File: config.mk
export PLATFORM = sky130hd
export DESIGN_NAME = mac_accumulator_flat
export DESIGN_NICKNAME = d
export VERILOG_FILES = /design/src/rtl/mac_accumulator_if.sv /design/src/rtl/mac_accumulator.sv /design/src/flat_wrapper.sv
export SDC_FILE = /design/constraint.sdc
export NUM_CORES = 1
export LEC_CHECK = 0
export BUFFER_PORTS_ARGS = -buffer_cell sky130_fd_sc_hd__buf_2
export CAP_MARGIN = 20
export CORE_MARGIN = 5
export CORE_UTILIZATION = 46
export DETAILED_ROUTE_END_ITERATION = 12
export PLACE_DENSITY_LB_ADDON = 0.3
export SYNTH_ARGS = -nofsm -noshare
export SYNTH_HDL_FRONTEND = slang
export SYNTH_SLANG_ARGS = --single-unit
File: constraint.sdc
create_clock -name clk -period 4.1 [get_ports clk]
set_clock_uncertainty 0.15 [all_clocks]
set_input_delay 1.23 -clock clk [delete_from_list [all_inputs] [get_ports clk]]
set_output_delay 1.23 -clock clk [all_outputs]
set_load 0.005 [all_outputs]
File: src/rtl/mac_accumulator_if.sv
// mac_accumulator_if: product-side and result-side handshakes of mac_accumulator.
// The master drives products, clear and out_ready; the slave (the accumulator) answers.
interface mac_accumulator_if #(
    parameter int PROD_W = 32,
    parameter int ACC_W  = 40
);
    logic              prod_valid;
    logic              prod_ready;
    logic [PROD_W-1:0] prod_data;
    logic              clear;
    logic              out_valid;
    logic              out_ready;
    logic [ACC_W-1:0]  out_data;
    logic              out_ovf;

    modport master (
        output prod_valid, prod_data, clear, out_ready,
        input  prod_ready, out_valid, out_data, out_ovf
    );

    modport slave (
        input  prod_valid, prod_data, clear, out_ready,
        output prod_ready, out_valid, out_data, out_ovf
    );
endinterface

File: src/rtl/mac_accumulator.sv
// mac_accumulator: sums N_TERMS unsigned products and presents each result via valid/ready.
// Define MAC_ACC_SATURATE_EN to clamp the sum at all-ones on overflow instead of wrapping.
module mac_accumulator #(
    parameter int PROD_W  = 32,
    parameter int ACC_W   = 40,
    parameter int N_TERMS = 4
) (
    input logic              clk,
    input logic              rst_n,
    mac_accumulator_if.slave bus
);
    typedef enum logic {ACC, HOLD} state_t;

    state_t           state, state_nxt;
    logic             live;
    logic [ACC_W-1:0] acc, acc_add;
    logic [ACC_W:0]   sum;
    logic [7:0]       cnt;
    logic             ovf, carry, rdy, accept, last, drain;

    assign sum   = {1'b0, acc} + {{(ACC_W + 1 - PROD_W){1'b0}}, bus.prod_data};
    assign carry = sum[ACC_W];
`ifdef MAC_ACC_SATURATE_EN
    assign acc_add = carry ? {ACC_W{1'b1}} : sum[ACC_W-1:0];
`else
    assign acc_add = sum[ACC_W-1:0];
`endif

    // live holds prod_ready low until the first clock after reset release
    always_comb begin
        rdy           = live && state == ACC;
        accept        = bus.prod_valid && rdy && !bus.clear;
        last          = accept && cnt == 8'(N_TERMS - 1);
        drain         = state == HOLD && bus.out_ready && !bus.clear;
        state_nxt     = bus.clear ? ACC : last ? HOLD : drain ? ACC : state;
        bus.prod_ready = rdy;
        bus.out_valid  = state == HOLD;
    end

    always_ff @(posedge clk or negedge rst_n) begin
        if (!rst_n) begin
            state <= ACC;
            live  <= 1'b0;
        end else begin
            state <= state_nxt;
            live  <= 1'b1;
        end
    end

    always_ff @(posedge clk or negedge rst_n) begin
        if (!rst_n) begin
            acc          <= '0;
            cnt          <= '0;
            ovf          <= 1'b0;
            bus.out_data <= '0;
            bus.out_ovf  <= 1'b0;
        end else begin
            if (bus.clear || drain) begin
                acc <= '0;
                cnt <= '0;
                ovf <= 1'b0;
            end else if (accept) begin
                acc <= acc_add;
                cnt <= cnt + 8'd1;
                ovf <= ovf | carry;
            end
            if (last) begin
                bus.out_data <= acc_add;
                bus.out_ovf  <= ovf | carry;
            end
        end
    end
endmodule

File: src/flat_wrapper.sv
// flat-port wrapper written by rule: the top's interface ports become plain ports
module mac_accumulator_flat 
#(
    parameter int PROD_W  = 32,
    parameter int ACC_W   = 40,
    parameter int N_TERMS = 4
)
  (clk, rst_n, bus_prod_valid, bus_prod_data, bus_clear, bus_out_ready, bus_prod_ready, bus_out_valid, bus_out_data, bus_out_ovf);
  mac_accumulator_if #(.PROD_W(PROD_W), .ACC_W(ACC_W)) bus_i ();
  input logic clk;
  input logic rst_n;
  input wire logic [$bits(bus_i.prod_valid)-1:0] bus_prod_valid;
  input wire logic [$bits(bus_i.prod_data)-1:0] bus_prod_data;
  input wire logic [$bits(bus_i.clear)-1:0] bus_clear;
  input wire logic [$bits(bus_i.out_ready)-1:0] bus_out_ready;
  output wire logic [$bits(bus_i.prod_ready)-1:0] bus_prod_ready;
  output wire logic [$bits(bus_i.out_valid)-1:0] bus_out_valid;
  output wire logic [$bits(bus_i.out_data)-1:0] bus_out_data;
  output wire logic [$bits(bus_i.out_ovf)-1:0] bus_out_ovf;
  assign bus_i.prod_valid = bus_prod_valid;
  assign bus_i.prod_data = bus_prod_data;
  assign bus_i.clear = bus_clear;
  assign bus_i.out_ready = bus_out_ready;
  assign bus_prod_ready = bus_i.prod_ready;
  assign bus_out_valid = bus_i.out_valid;
  assign bus_out_data = bus_i.out_data;
  assign bus_out_ovf = bus_i.out_ovf;
  mac_accumulator #(.PROD_W(PROD_W), .ACC_W(ACC_W), .N_TERMS(N_TERMS)) u_core (.clk(clk), .rst_n(rst_n), .bus(bus_i));
endmodule
# == Yosys cells after proc, flatten, opt, wreduce, memory -nomap -nowiden ==
# Index checks and enable logic that the tools add are counted.
# classes
n_addsub,2
eq_ne,1
n_mux,9
n_bitwise,2
reduce_logical,10
# ops
operator,n
$mux 40,2
$add 40x32->41,1
$mux 8,2
$add 8x1->8 const B,1
$eq 8x2->1 const B,1
$logic_and 1x1->1,6
$mux 1,5
$reduce_bool 3->1,1
$reduce_bool 2->1,1
$logic_not 1->1,1
$logic_or 1x1->1,1
$not 1->1,1
$or 1x1->1,1
# word_totals
register_bits,92
inputBits,37
out_inout_bits,43

# == Longest topological paths before layout ==
# logic_depth
ltp_word,7
ltp_mapped,11
ltp_nobuf,10

# == Least setup slack after synthesis ==
# Ideal clock, no wire load.
# synth_path
kind,input port to flip-flop
startpoint,in bus_prod_data[0]
endpoint,reg u_core.acc[26]
arrival_time_ps,3459
setup_slack_ps,413
stages,10
cell_sequence,ha_1 > fa_1 > a211oi_1 > o41ai_1 > a31oi_1 > o22a_1 > a31oi_1 > o21a_1 > or3_1 > a21oi_1
# synth_between
elab_chain_cells,3
# synth_rtl
element,line_no,source
start: declaration,flat_wrapper.sv:13,input wire logic [$bits(bus_i.prod_data)-1:0] bus_prod_data;
$add 40x32->41,mac_accumulator.sv:21,"assign sum = {1'b0, acc} + {{(ACC_W + 1 - PROD_W){1'b0}}, bus.prod_data};"
$mux 40,mac_accumulator.sv:62,end else if (accept) begin
$mux 40,mac_accumulator.sv:58,if (bus.clear || drain) begin
end signal: assignment,mac_accumulator.sv:52,acc <= '0;
end signal: assignment,mac_accumulator.sv:59,acc <= '0;
end signal: assignment,mac_accumulator.sv:63,acc <= acc_add;
end: declaration,mac_accumulator.sv:16,"logic [ACC_W-1:0] acc, acc_add;"
# No other way between the ends. The select of a mux whose other input is x is not followed.
# A chain may end at the register's enable or synchronous reset.

# == Final worst setup path ==
# layout_path
startpoint,in bus_prod_data[17]
endpoint,reg u_core.acc[32]
# Same word-level chain as after synthesis.

==> impl_results.md <==
* Relative slew slack at 39.3%
* Avg WL per Cell at 17.5 um
* Detailed Place HPWL at 11100 um
* First-pass GRT wire length at 24400 um
* Count of final hold-check violations at 0
* Synth warnings at 0
* Cell area after synthesis at 5650 um2
* Worst-margin pin slew at 910 ps
* P&R area growth vs syn at 16.4%
* Hold Crit Class: flip-flop to flip-flop
* GRT Util Overall at 20.8%
* Commonest non-fill, non-tap cells in the layout: 98 x nand2_1, 92 x dfrtp_1, 78 x buf_2
* CP Max Fanout at 9
* Pleak at 3.20 nW
* Synth Instances at 635
* Largest area contributor in the netlist: dfrtp_1
* Resize count post-CTS at 0
* Post-Synthesis Mean Instance Area at 8.90 um2
* Startpoint type of the worst setup path: primary input
* Final-report max-slew violation count at 0
* Initial DRC Count at 326
* Die Width at 121 um
* Final #Nets at 784
* CTS tree: done
* FILL cells at 1123
* DR pass1 iterations at 5
* Critical Path RT at 4150 ps
* Drt drc at 0
* Max Cap Violations at 0
* Clk pin slew, worst setup/hold paths at 70 ps
* Syn nets at 706
* Num rows at 40
* Outcome: finished clean
* Async SR Flop Fraction at 100%
* Tot Pwr at 2.28 mW
* Maximum vdd drop at 0.000262 V
* Area of the core at 12000 um2
* Number of synthesized register bits at 92
* CP Class: primary input to flip-flop
* # clock sinks at 92
* Diodes inserted at 0
* Worst skew pair latency at 350 ps
* Vias at 4974
* Die height at 121 um
* Library cells used by synthesis at 60
* Initial Utilization at 47.1%
* Proportion of layout cells with a drive suffix above 1 at 19.4%
* GP Congestion at 0.921
* Vias in the first global route at 4933
* Crit end category: flip-flop
* Setup Buffers After CTS at 0
* Clock Tree Root: clkbuf_16
* Ports at 80
* PortBufs at 79
* Final worst-path cycle share at 92.1%
* H-tree depth at 3
* DP Area at 6290 um2
* PwrDens at 346 nW/um2
* CTS max path bufs at 2
* Vias/cell at 5.75
* EDFF count, synth at 0
* Initial antenna violation count at 0
* Final min period at 3770 ps
* Setup TNS at 0 ps
* CP arrival at 3830 ps
* Ys flop type: dfrtp_1
* Total wire length at 15100 um
* Setup violations, final at 0
* RSZ-0062 raised after global routing: false
* Max Clk Rate at 265 MHz
* Num CTS Buffers at 9
* Global route overflow at 0
* Final instance area at 6580 um2
* Largest net degree at the start of global routing at 57
* Area share of the largest cell type after synthesis at 40.7%
* Die area at 14600 um2
* ANT nets after route at 0
* Register area share after synthesis at 40.7%
* Cts hold-fix bufs at 0
* Commonest non-fill, non-tap cell in the layout: nand2_1
* Synth area leaders: dfrtp_1 41%, ha_1 7.3%, nand2_1 6.6%, a21oi_1 5.6%, xnor2_1 5.0%
==> critical path: stages <==
cell and delay (ps):
buf_2 110, ha_1 400, nand2_1 130, nor4_2 520
o2111ai_1 320, and4b_1 280, o31a_1 330, buf_12 160
nor2_2 130, xnor2_1 150, nor2_1 50
==> cell families (layout without fill, tap and decap cells) <==
logic type                 Yosys count  after routing  synth area share (%)
adders and majority gates           34             34                  7.66
DFF                                 92             92                  40.7
xor gates and xnor gates            50             50                  7.75
and+or+nand+nor                    207            207                  17.0
muxes                               19             19                  3.76
AOI/OAI and AO/OA                  174            174                  18.8
other                                1              1                0.0663
buffers and inverters               58            141                  4.20
==> through the flow <==
stage	utilization, %	setup slack, ps	cells	hold slack, ps
global placement	52.4	91.7	849	316
finish	54.8	326	865	329
CTS	54.8	389	865	336
global route	54.8	254	865	345
detailed placement	52.4	45.4	849	320
floorplan	-	413	635	313
==> synth_stat cells, drive strengths merged, types with 15 or more instances <==
master / instances
mux2: 18
dfrtp: 92
nand2: 100
a21oi: 63
o21ai: 47
inv: 22
nand4: 15
nor2: 42
ha: 33
xnor2: 32
clkbuf: 27
xor2: 18
==> where the power goes <==
group	leakage [nW]	total (mW)	switching [mW]	internal, mW
Combinational	1.79	0.485	0.297	0.188
Sequential	1.27	0.965	0.0222	0.943
Clock	0.145	0.829	0.400	0.429
Total	3.20	2.28	0.719	1.56
==> final cells by class <==
class / instances / area, um2 / area share (%)
sequential: 92 / 2300 / 35.0
tap: 147 / 184 / 2.80
timing repair buffer: 103 / 603 / 9.17
multi-input combinational: 485 / 3120 / 47.4
clock inverter: 7 / 66.3 / 1.01
clock buffer: 9 / 225 / 3.42
inverter: 22 / 82.6 / 1.25
==> routing by layer <==
layer	GRT usage (%)	vias to the layer above	share of wire [%]
met3	4.34	25	5.1
met1	26.9	2393	44
li1	-	2403	-
met2	34.7	153	48
met5	0	-	0
met4	6.52	0	2.3
==> path summary, 6_finish.rpt <==
| kind | startpoint | to | slack [ps] | depth (start not counted) |
|---|---|---|---|---|
| setup / recovery | bus_prod_data[17] | u_core.acc[32] | 330 | 11 |
| hold / removal | u_core.bus.out_data[35] | u_core.bus.out_data[35] | 330 | 2 |
| setup reg to reg | u_core.acc[17] | u_core.acc[32] | 910 | 10 |
| hold reg to reg | u_core.bus.out_data[35] | u_core.bus.out_data[35] | 330 | 2 |
| max in group asynchronous | rst_n | u_core.bus.out_data[26] | 2330 | 2 |
| min in group asynchronous | rst_n | u_core.bus.out_data[10] | 800 | 1 |
==> registers in the layout, indices dropped and copies added (netlist names) <==
name and count:
u_core.bus.out_ovf 1, u_core.live 1, u_core.ovf 1, u_core.acc 40
u_core.bus.out_valid 1, u_core.cnt 8, u_core.bus.out_data 40
Power figures use the tool's default switching activity.
